[config.mk]
export PLATFORM = sky130hd
export DESIGN_NAME = hazard_ctrl
export DESIGN_NICKNAME = d
export VERILOG_FILES = /design/src/rtl/hazard_ctrl.sv
export SDC_FILE = /design/constraint.sdc
export NUM_CORES = 1
export LEC_CHECK = 0
export CORE_MARGIN = 5
export CORE_UTILIZATION = 39
export DETAILED_ROUTE_END_ITERATION = 8
export PLACE_DENSITY = 0.79
export SLEW_MARGIN = 5
export SYNTH_ARGS = -nofsm -noshare
export SYNTH_HDL_FRONTEND = slang
export SYNTH_SLANG_ARGS = --single-unit
[constraint.sdc]
create_clock -name clk -period 4.95 [get_ports clk]
set_clock_uncertainty 0.1 [all_clocks]
set_input_delay 0.495 -clock clk [delete_from_list [all_inputs] [get_ports clk]]
set_output_delay 0.495 -clock clk [all_outputs]
set_load 0.02 [all_outputs]
[src/rtl/hazard_ctrl.sv]
// -----------------------------------------------------------------------------
// hazard_ctrl
//
// Pipeline sequencing controller for the 5-stage RV32I core. It decodes the
// instructions sitting in ID, EX, MEM and WB and produces the stage enables and
// clears. It also produces the ID-stage forwarding select used to resolve JALR
// targets early.
//
// Cycle priority: data-memory freeze > mispredict flush > hazard stall > normal.
//
// Parameters:
//   FLUSH_DEPTH  extra cycles (0..7) after the mispredict cycle during which
//                the ID->EX register keeps being cleared
//   CNT_W        width of the stall / flush performance counters
//
// Ports:
//   clk, rst          clock, synchronous active-high reset
//   dec_inst          instruction being decoded in ID
//   ex_inst           instruction in EX
//   mem_inst          instruction in MEM
//   wb_inst           instruction in WB
//   ex_br_mispredict  EX resolved a mispredicted branch/jump this cycle
//   mem_stall_req     data memory not ready (held until ready)
//   pc_we             PC update enable
//   id_reg_we/_rst    ID->EX register enable / clear
//   ex_reg_we/_rst    EX->MEM register enable / clear
//   mem_reg_we/_rst   MEM->WB register enable / clear
//   jalr_fwd_sel      JALR rs1 source: 0 regfile, 1 EX alu, 2 MEM alu, 3 WB data
//   stall_cnt         number of stalled (frozen or hazard) cycles
//   flush_cnt         number of applied mispredict flushes
// -----------------------------------------------------------------------------
module hazard_ctrl #(
  parameter int FLUSH_DEPTH = 1,
  parameter int CNT_W       = 32
) (
  input  logic             clk,
  input  logic             rst,
  input  logic [31:0]      dec_inst,
  input  logic [31:0]      ex_inst,
  input  logic [31:0]      mem_inst,
  input  logic [31:0]      wb_inst,
  input  logic             ex_br_mispredict,
  input  logic             mem_stall_req,
  output logic             pc_we,
  output logic             id_reg_we,
  output logic             id_reg_rst,
  output logic             ex_reg_we,
  output logic             ex_reg_rst,
  output logic             mem_reg_we,
  output logic             mem_reg_rst,
  output logic [1:0]       jalr_fwd_sel,
  output logic [CNT_W-1:0] stall_cnt,
  output logic [CNT_W-1:0] flush_cnt
);

  // RV32I major opcodes
  localparam logic [6:0] OPC_LUI    = 7'b0110111;
  localparam logic [6:0] OPC_AUIPC  = 7'b0010111;
  localparam logic [6:0] OPC_JAL    = 7'b1101111;
  localparam logic [6:0] OPC_JALR   = 7'b1100111;
  localparam logic [6:0] OPC_BRANCH = 7'b1100011;
  localparam logic [6:0] OPC_LOAD   = 7'b0000011;
  localparam logic [6:0] OPC_STORE  = 7'b0100011;
  localparam logic [6:0] OPC_OPIMM  = 7'b0010011;
  localparam logic [6:0] OPC_OP     = 7'b0110011;
  localparam logic [6:0] OPC_SYSTEM = 7'b1110011;

  // Value loaded into the flush down-counter; FLUSH is unreachable when the
  // depth is zero, so the load value is irrelevant in that case.
  localparam logic [2:0] FCNT_LOAD = (FLUSH_DEPTH > 0) ? 3'(FLUSH_DEPTH - 1) : 3'd0;
  localparam bit         HAS_FLUSH = (FLUSH_DEPTH > 0);

  typedef enum logic [1:0] {
    ST_RUN      = 2'd0,
    ST_MEM_WAIT = 2'd1,
    ST_FLUSH    = 2'd2
  } state_t;

  state_t           state_reg, state_next;
  logic [2:0]       fcnt_reg, fcnt_next;
  logic             pend_flush_reg, pend_flush_next;
  logic [CNT_W-1:0] stall_cnt_reg, flush_cnt_reg;

  // ---------------------------------------------------------------------------
  // ID-stage decode
  // ---------------------------------------------------------------------------
  logic [6:0] dec_opc;
  logic [4:0] dec_rs1, dec_rs2;
  logic       dec_uses_rs1, dec_uses_rs2, dec_is_jalr;

  assign dec_opc      = dec_inst[6:0];
  assign dec_rs1      = dec_inst[19:15];
  assign dec_rs2      = dec_inst[24:20];
  assign dec_uses_rs1 = !((dec_opc == OPC_LUI) || (dec_opc == OPC_AUIPC) ||
                          (dec_opc == OPC_JAL));
  assign dec_uses_rs2 = (dec_opc == OPC_OP) || (dec_opc == OPC_BRANCH) ||
                        (dec_opc == OPC_STORE);
  assign dec_is_jalr  = (dec_opc == OPC_JALR);

  // ---------------------------------------------------------------------------
  // Producer-stage decode: index 1 = EX, 2 = MEM, 3 = WB
  // ---------------------------------------------------------------------------
  logic [31:0] stage_inst [1:3];
  logic [4:0]  stage_rd   [1:3];
  logic [3:1]  stage_writer;
  logic [3:1]  stage_load;
  logic [3:1]  stage_hit_rs1;   // stage writes the register JALR/dec reads as rs1
  logic [3:1]  stage_fwd_ok;    // stage may serve as a JALR forwarding source

  assign stage_inst[1] = ex_inst;
  assign stage_inst[2] = mem_inst;
  assign stage_inst[3] = wb_inst;

  genvar gi;
  generate
    for (gi = 1; gi <= 3; gi++) begin : g_stage
      logic [6:0] opc;
      logic [2:0] funct3;
      logic       writes_op;

      assign opc          = stage_inst[gi][6:0];
      assign funct3       = stage_inst[gi][14:12];
      assign stage_rd[gi] = stage_inst[gi][11:7];

      always_comb begin
        writes_op = 1'b0;
        case (opc)
          OPC_LUI, OPC_AUIPC, OPC_JAL, OPC_JALR,
          OPC_OP, OPC_OPIMM, OPC_LOAD: writes_op = 1'b1;
          // CSR instructions write rd; ECALL/EBREAK (funct3 0) do not
          OPC_SYSTEM:                  writes_op = (funct3 != 3'd0);
          default:                     writes_op = 1'b0;
        endcase
      end

      // rd != 0 in the writer term keeps x0 from ever matching
      assign stage_writer[gi]  = writes_op && (stage_rd[gi] != 5'd0);
      assign stage_load[gi]    = (opc == OPC_LOAD);
      assign stage_hit_rs1[gi] = stage_writer[gi] && (stage_rd[gi] == dec_rs1);
      // A load result is only available once it reaches WB
      assign stage_fwd_ok[gi]  = (gi == 3) || !stage_load[gi];
    end
  endgenerate

  logic ex_hit_rs2;
  assign ex_hit_rs2 = stage_writer[1] && (stage_rd[1] == dec_rs2);

  // Fields that no decision depends on
  logic unused_inst_bits;
  assign unused_inst_bits = ^{dec_inst[31:25], dec_inst[14:7],
                              ex_inst[31:15], mem_inst[31:15], wb_inst[31:15]};

  // ---------------------------------------------------------------------------
  // Hazard detection
  // ---------------------------------------------------------------------------
  logic load_use, jalr_haz;

  assign load_use = stage_load[1] &&
                    ((dec_uses_rs1 && stage_hit_rs1[1]) ||
                     (dec_uses_rs2 && ex_hit_rs2));

  // JALR reads rs1 in ID, so it must wait until a load writing it reaches WB
  assign jalr_haz = dec_is_jalr &&
                    ((stage_load[1] && stage_hit_rs1[1]) ||
                     (stage_load[2] && stage_hit_rs1[2]));

  logic [1:0] fwd_sel;
  always_comb begin
    fwd_sel = 2'd0;
    if (stage_fwd_ok[1] && stage_hit_rs1[1])      fwd_sel = 2'd1;
    else if (stage_fwd_ok[2] && stage_hit_rs1[2]) fwd_sel = 2'd2;
    else if (stage_fwd_ok[3] && stage_hit_rs1[3]) fwd_sel = 2'd3;
  end

  // ---------------------------------------------------------------------------
  // Cycle classification (mutually exclusive, in priority order)
  // ---------------------------------------------------------------------------
  logic freeze, flush_apply, flush_hold, hazard_stall;

  assign freeze       = mem_stall_req;
  // A flush deferred by a freeze is applied on the first unfrozen cycle;
  // pend_flush can only be set while frozen, so this is uniform across states.
  assign flush_apply  = !mem_stall_req && (ex_br_mispredict || pend_flush_reg);
  assign flush_hold   = !mem_stall_req && !flush_apply && (state_reg == ST_FLUSH);
  assign hazard_stall = !mem_stall_req && !flush_apply && (state_reg != ST_FLUSH) &&
                        (load_use || jalr_haz);

  // ---------------------------------------------------------------------------
  // State register
  // ---------------------------------------------------------------------------
  always_ff @(posedge clk) begin
    if (rst) begin
      state_reg      <= ST_RUN;
      fcnt_reg       <= 3'd0;
      pend_flush_reg <= 1'b0;
    end else begin
      state_reg      <= state_next;
      fcnt_reg       <= fcnt_next;
      pend_flush_reg <= pend_flush_next;
    end
  end

  // ---------------------------------------------------------------------------
  // Next-state logic
  // ---------------------------------------------------------------------------
  always_comb begin
    state_next      = state_reg;
    fcnt_next       = fcnt_reg;
    pend_flush_next = pend_flush_reg;

    if (freeze) begin
      // Remember a mispredict seen while frozen; FLUSH keeps its count
      pend_flush_next = pend_flush_reg | ex_br_mispredict;
      if (state_reg == ST_RUN) state_next = ST_MEM_WAIT;
    end else if (flush_apply) begin
      pend_flush_next = 1'b0;
      if (HAS_FLUSH) begin
        state_next = ST_FLUSH;
        fcnt_next  = FCNT_LOAD;
      end else begin
        state_next = ST_RUN;
      end
    end else if (state_reg == ST_FLUSH) begin
      if (fcnt_reg == 3'd0) state_next = ST_RUN;
      else                  fcnt_next  = fcnt_reg - 3'd1;
    end else begin
      state_next = ST_RUN;
    end
  end

  // ---------------------------------------------------------------------------
  // Output logic
  // ---------------------------------------------------------------------------
  always_comb begin
    pc_we        = 1'b1;
    id_reg_we    = 1'b1;
    id_reg_rst   = 1'b0;
    ex_reg_we    = 1'b1;
    ex_reg_rst   = 1'b0;
    mem_reg_we   = 1'b1;
    mem_reg_rst  = 1'b0;
    jalr_fwd_sel = fwd_sel;

    if (rst) begin
      pc_we        = 1'b0;
      id_reg_we    = 1'b0;
      id_reg_rst   = 1'b1;
      ex_reg_we    = 1'b0;
      ex_reg_rst   = 1'b1;
      mem_reg_we   = 1'b0;
      mem_reg_rst  = 1'b1;
      jalr_fwd_sel = 2'd0;
    end else if (freeze) begin
      // Hold everything upstream; WB gets a bubble so the instruction in MEM
      // is not written back twice.
      pc_we       = 1'b0;
      id_reg_we   = 1'b0;
      ex_reg_we   = 1'b0;
      mem_reg_we  = 1'b0;
      mem_reg_rst = 1'b1;
    end else if (flush_apply || flush_hold) begin
      // PC loads the redirect target / keeps fetching; ID is squashed
      id_reg_rst = 1'b1;
    end else if (hazard_stall) begin
      pc_we      = 1'b0;
      id_reg_rst = 1'b1;
    end
  end

  // ---------------------------------------------------------------------------
  // Performance counters (wrap naturally)
  // ---------------------------------------------------------------------------
  always_ff @(posedge clk) begin
    if (rst) begin
      stall_cnt_reg <= '0;
      flush_cnt_reg <= '0;
    end else begin
      if (freeze || hazard_stall) stall_cnt_reg <= stall_cnt_reg + 1'b1;
      if (flush_apply)            flush_cnt_reg <= flush_cnt_reg + 1'b1;
    end
  end

  assign stall_cnt = stall_cnt_reg;
  assign flush_cnt = flush_cnt_reg;

endmodule

==> results.ini, run 1 <==
[cts]
cts_root_buf = clkbuf_8
cts_buffers = 9
post_cts_resized = 0
clkTransAtPathRegs_ns = 0.07
cts_sinks = 70
cts_hold_buf = 0
cts_max_level = 3
clockBufferDepth = 2
cts_tree = yes
postCtsSetupBuffers = 0
clk_latency_ns = 0.33

[floorplan]
initial_core_util = 0.398
io-pin-count = 205
core-area_sq_mm = 0.00973
die_h_um = 110
rows = 36
die_w_um = 110
dieArea_sq_mm = 0.0120

[synthesis]
synth_ff_type = dfxtp_1
synthCells = 473
syn_nets = 609
synth_fa_ha_area_frac = 0.0129
ys_seq_area_frac = 0.362
synth_top_family_by_area = simple AND/OR/NAND/NOR gates
yosysUniqueCellTypes = 55
synthArstFlopShare = 0
synth-edff-count = 0
ys_seq_elements = 70
yosys.area_share.simple = 0.304
netlist.area_leader.share = 0.362
synth_xor_area_frac = 0.106
synth_compound_area_frac = 0.156
synth.avg_cell_area_sq_um = 8.18
muxShareOfSynthArea = 0.00550
yosysTopAreaCell = dfxtp_1
synth_area_leaders = dfxtp_1, xor2_1, nor2_1
synthesis.area_sq_mm = 0.00387
synth_warnings = 0

[critical_path]
start_kind = primary input
cp_slowest_stage_delay_ns = 0.65
cp.depth = 8
reg2regPathDepth = 8
startpoint = dec_inst[19]
worstPathArrival_ns = 3.36
r2r_start = state_reg[1]
required_ns = 4.36
path_buf_inv = 2
crit_family = simple AND/OR/NAND/NOR gates
critical_path.max_fanout = 3
worstSetupEndpoint = jalr_fwd_sel[1]
r2r_end = stall_cnt[28]
crit_slowest_cell = clkdlybuf4s50_1
critPathKind = primary input to primary output
rrSetupSlack_ns = 2.23
crit_path_end_kind = primary output
cp_common_cell = clkdlybuf4s50_1
path_cells = clkdlybuf4s50_1 > xor2_1 > nor4_1 > nand2_1 > or4_1 > nor2b_1 > nor3_1 > clkdlybuf4s50_1

[pwr]
pwr-share-seq = 0.517
power.density_mw_per_mm2 = 202
power.switching_uw = 281
ir_drop_v = 0.000126
combPwrFrac = 0.129
clockPowerShare = 0.354
swShare = 0.254
intPower_uw = 825
power_leakage_uw = 0.00180

[finish]
drive_gt1_frac = 0.0623
nets = 742
areaGrowthSynthToFinish_pct = 41.5
fin_cells = 744
fin_util = 0.563

[detailed_routing]
drt-pass1-iter-count = 4
routed_via_density = 5.32
vias = 3961
route.detailed.drc = 0
final_antenna_net_count = 0
drt_iter0_drc = 142
wirelength_mm = 10.6
avgRoutedWirePerCell_um = 14.2

[placement]
dp_slack_ns = 0.993
gp_congestion = 0.819
port-buffer-count = 138
dp.cells = 728
dp_hpwl_mm = 8.26

[global_routing]
grt_max_degree = 68
grt_pass1_vias = 3771
antenna_found_initial = 1
grt.overflow.total = 0
grt_pass1_wl_mm = 17.1
grt.total_usage = 0.174

[sta]
drv_slew = 0
finalCriticalPeriod_ns = 3.95
final_hold_viol_count = 0
fin_setup_tns_ns = 0
setup_slack_ns = 0.999
finalCritPeriodShare = 0.798
slew_headroom = 0.484
max_freq_mhz = 253
rsz0062_at_grt = false
worst-slew-pin-transition_ns = 0.754
finalSetupViolCount = 0

[job]
drv_cap = 0

[outcome]
status = finished clean

[min_path]
worstHoldPathType = primary input to flop

[cell usage in the layout (no fill, tap or decap), types with 12 or more instances in the layout]
cell type,count
nand3_1,22
xor2_1,32
a21oi_1,39
o21ai_0,22
nand4_1,17
o31ai_1,17
nand2_1,35
clkdlybuf4s50_1,137
xnor2_1,15
nor2_1,54
dfxtp_1,70
and3_1,12
or3_1,16
or4_1,19
inv_1,16
[through the flow]
step                      area, sq um  total power, uW  hold WS, ns
final                            5470             1110        0.330
after global routing             5470             1160        0.324
after CTS                        5470             1120        0.309
after detailed placement         5310              729        0.378
after global placement           5310              724        0.368
after floorplan                  3870              647        0.354
[power groups by stage]
stage / logic (uW) / clock network [uW] / registers (uW)
finish: 143 / 391 / 572
floorplan: 59.6 / 0 / 588
global route: 156 / 429 / 572
CTS: 144 / 405 / 572
global placement: 140 / 0 / 585
detailed placement: 144 / 0 / 585
[worst min path at each step]
stage,cells after the start,end,from
3_5_place_dp,2,flush_cnt[31],flush_cnt[31]
4_1_cts,2,stall_cnt[1],rst
2_1_floorplan,2,fcnt_reg[1],fcnt_reg[1]
5_1_grt,2,stall_cnt[1],rst
3_3_place_gp,2,fcnt_reg[2],fcnt_reg[2]
6_report,2,stall_cnt[1],rst
[worst reg2reg max path, delay by kind of cell, from the launching register on]
kind,cells,cell delay [ns]
and+or+nand+nor,3,1.10
buffers and inverters,2,0.53
DFF,1,0.33
AOI/OAI and AO/OA,3,0.59
[synth_stat cells, types with 3 or more instances]
cell      count
buf_2         3
nor2b_1       3
o31ai_1      17
nand4_1      17
or4_1        19
or2_2         5
nand3_1      22
dfxtp_1      70
nand2_1      35
xor2_1       32
inv_1        16
xnor2_1      15
or3_1        16
nand2b_1      4
o21a_1        3
buf_4         3
clkbuf_1      8
ha_1          4
nor2_1       54
a21oi_1      39
nor3_1        9
and3_1       12
o21ai_0      22
nor4_1        8
[logic make-up after synthesis]
group,after synthesis
AO/OA/AOI/OAI,96
XOR/XNOR,47
adder cells (fa/ha/maj),4
buffers and inverters,36
flip-flops,70
multiplexers,2
AND/OR/NAND/NOR,218
[routing by layer]
layer	vias up	track usage	part of all wire
met5	-	0	0
met4	0	0.0436	0.012
met3	9	0.0446	0.059
met2	109	0.316	0.52
met1	1870	0.204	0.41
li1	1973	-	-
[area by class of cell]
cell class	count	area (sq um)
clock buffer	9	124
inverter	17	77.6
antenna	1	2.50
clock inverter	6	40.0
timing repair buffer	141	1400
tap	133	166
fill	928	4260
multi-input combinational	367	2260
sequential	70	1400
Power figures use the tool's default switching activity.
==> run 2: changes to the inputs <==
Settings changed: CORE_UTILIZATION 39 to 36, PLACE_DENSITY 0.79 to 0.76.
Clock period 4.95 ns to 3.5 ns, I/O delays scaled along.
==> run 2 against run 1 <==
  * Global-route usage shrank 1.2 points
  * Largest cell class unchanged
  * Largest power group unchanged
  * Combinational power grew 45%
  * Sequential power grew 41%
==> results.ini, run 2 (synthesized netlist as in run 1, its figures left out) <==
[finish]
mostFrequentLayoutCells = clkdlybuf4s50_1, dfxtp_1, nor2_1
mostFrequentLayoutCell = clkdlybuf4s50_1
fin_cells = 758  ; +1.9%
areaGrowthSynthToFinish_pct = 44.3
n_antenna_cell = 0  ; -1
drive_gt1_frac = 0.0804  ; +0.0181
nets = 753  ; +1.5%
num-fill-cells = 1025  ; +10%

[detailed_routing]
vias = 3998  ; +0.93%
wl_met2_mm = 5.39  ; -2.2%
dr_wl_met3_um = 673  ; +8.4%
avgRoutedWirePerCell_um = 14.2  ; -0.19%
routed_via_density = 5.27  ; -0.93%
drt-pass1-iter-count = 4  ; unchanged
dr.max_layer_used = met4
route.detailed.drc = 0  ; unchanged
final_antenna_net_count = 0  ; unchanged
m1WireLength_mm = 4.55  ; +4.9%
drt_iter0_drc = 191  ; +35%
wirelength_mm = 10.8  ; +1.7%

[sta]
finalCriticalPeriod_ns = 3.31
drv_slew = 0  ; unchanged
worst-slew-pin-transition_ns = 0.768  ; +0.0144 ns
fin_setup_tns_ns = 0  ; unchanged
whs_ns = 0.235  ; -0.0947 ns
slew_headroom = 0.486  ; +0.00217
finalCritPeriodShare = 0.947
rsz0062_at_grt = false
final_hold_viol_count = 0  ; unchanged
max_freq_mhz = 302
finalSetupViolCount = 0  ; unchanged

[floorplan]
core-area_sq_mm = 0.0104  ; +7.1%
initial_core_util = 0.371  ; -0.0262
rows = 37  ; +2.8%
io-pin-count = 205  ; unchanged
dieArea_sq_mm = 0.0129  ; +7.6%
die_w_um = 114  ; +3.7%
die_h_um = 114  ; +3.7%

[min_path]
min-delay-start = rst
worstHoldEndpoint = state_reg[1]
hold_depth = 2  ; unchanged
worstHoldPathType = primary input to flop

[cts]
cts_sinks = 70  ; unchanged
clockBufferDepth = 2  ; unchanged
cts_max_level = 3  ; unchanged
cts_tree = yes
clkTransAtPathRegs_ns = 0.08  ; about the same
cts_hold_buf = 0  ; unchanged
clk_latency_ns = 0.35  ; +0.02 ns
cts_buffers = 9  ; unchanged
postCtsSetupBuffers = 0  ; unchanged
cts_root_buf = clkbuf_8

[critical_path]
crit_family = buffers and inverters
path_buf_inv = 3  ; +1
cp_common_cell = clkdlybuf4s50_1
worstPathArrival_ns = 2.86  ; -0.50 ns
required_ns = 3.05  ; -1.31 ns
path_cells = clkdlybuf4s50_1 > o311ai_0 > o21a_1 > o22ai_1 > nand2b_1 > a2111oi_0 > buf_4 > a21oi_1 > nor2_1 > clkdlybuf4s50_1
rrSetupSlack_ns = 0.88  ; -1.35 ns
reg2regPathDepth = 8  ; unchanged
r2r_start = state_reg[1]
critical_path.max_fanout = 3  ; unchanged
r2r_end = stall_cnt[24]
start_kind = primary input
critPathKind = primary input to primary output
cp_slowest_stage_delay_ns = 0.62  ; -0.03 ns
crit_slowest_cell = clkdlybuf4s50_1
crit_path_end_kind = primary output

[pwr]
clockPowerShare = 0.378  ; +0.024
swShare = 0.271  ; +0.0172
fin_total_pwr_uw = 1630  ; +48%
ir_drop_v = 0.000166  ; +32%
pwr-share-seq = 0.495  ; -0.022
power.density_mw_per_mm2 = 293  ; +45%
power.switching_uw = 443  ; +58%
power_leakage_uw = 0.00188  ; +4.2%
combPwrFrac = 0.127  ; -0.002
intPower_uw = 1190  ; +44%

[placement]
gp_congestion = 0.842  ; +2.8%
port-buffer-count = 138  ; unchanged
dp_hpwl_mm = 8.48  ; +2.6%
dp.cells = 742  ; +1.9%

[job]
drv_cap = 0  ; unchanged

[global_routing]
grt_max_degree = 64  ; -5.9%
antenna_found_initial = 0  ; -1
grt.total_usage = 0.163  ; -0.0117
grt.overflow.total = 0  ; unchanged
grt_pass1_wl_mm = 17.5  ; +2.6%
grt_pass1_vias = 3857  ; +2.3%

[outcome]
status = finished clean

[run 2: changes by cell type in the layout (fill, tap and decap cells not counted)]
| cell | previous run | this run |
|---|---|---|
| clkdlybuf4s50_1 | 137 | 136 |
| clkinv_2 | 3 | 0 |
| clkinv_4 | 2 | 1 |
| inv_6 | 0 | 3 |
| diode_2 | 1 | 0 |
| dlymetal6s2s_1 | 0 | 1 |
| buf_4 | 3 | 14 |
| inv_8 | 0 | 1 |
| clkinvlp_4 | 1 | 2 |
[run 2: layer usage]
| layer | GRT usage | vias up |
|---|---|---|
| li1 | - | 2006 |
| met1 | 0.187 | 1884 |
| met4 | 0.0569 | 0 |
| met3 | 0.0488 | 14 |
| met5 | 0 | - |
| met2 | 0.285 | 94 |
[run 2: layout make-up]
type                    instances  area [sq um]  share of cell area
clock inverters                 7          61.3              0.0110
inverters                      17          77.6              0.0139
clock buffers                   9           124              0.0222
flip-flops and latches         70          1400               0.251
repair buffers                152          1480               0.266
multi-input cells             367          2260               0.405
well taps                     136           170              0.0305
[run 2: per-stage QoR]
step	utilization	instance area [sq um]	setup WS [ns]
2_1_floorplan	-	3870	0.956
6_report	0.536	5580	0.187
5_1_grt	0.536	5580	0.00376
3_3_place_gp	0.518	5390	0.0792
4_1_cts	0.535	5580	0.0941
3_5_place_dp	0.518	5390	0.0834
[run 2: worst reg2reg max path: cells and delay by family (launching register included)]
family / cells / cell delay [ns]
AND/OR/NAND/NOR: 3 / 0.98
AO/OA/AOI/OAI: 3 / 0.63
buffers and inverters: 2 / 0.51
flip-flops: 1 / 0.32
[run 2: timing repair]
item | CTS | global route
setup endpoints to repair | 0 | 1
endpoints found under the hold margin | 0 | 0
gates resized for setup | 0 | 1
[run 2: how the worst max path moves through the flow]
stage          slack (ns)          from  cells past startpoint               to
3_3_place_gp         0.08  dec_inst[19]                      9  jalr_fwd_sel[1]
5_1_grt             0.004  dec_inst[19]                      9       id_reg_rst
3_5_place_dp         0.08    wb_inst[5]                     10  jalr_fwd_sel[1]
4_1_cts              0.09    wb_inst[5]                     10  jalr_fwd_sel[1]
6_report             0.19    wb_inst[5]                     10  jalr_fwd_sel[0]
2_1_floorplan        0.96  dec_inst[19]                      6  jalr_fwd_sel[1]
[run 2: power groups by stage]
stage	Combinational, uW	Clock [uW]	Sequential, uW
4_1_cts	210	637	809
3_3_place_gp	203	0	827
5_1_grt	227	674	810
3_5_place_dp	210	0	828
2_1_floorplan	84.3	0	831
6_report	208	618	809
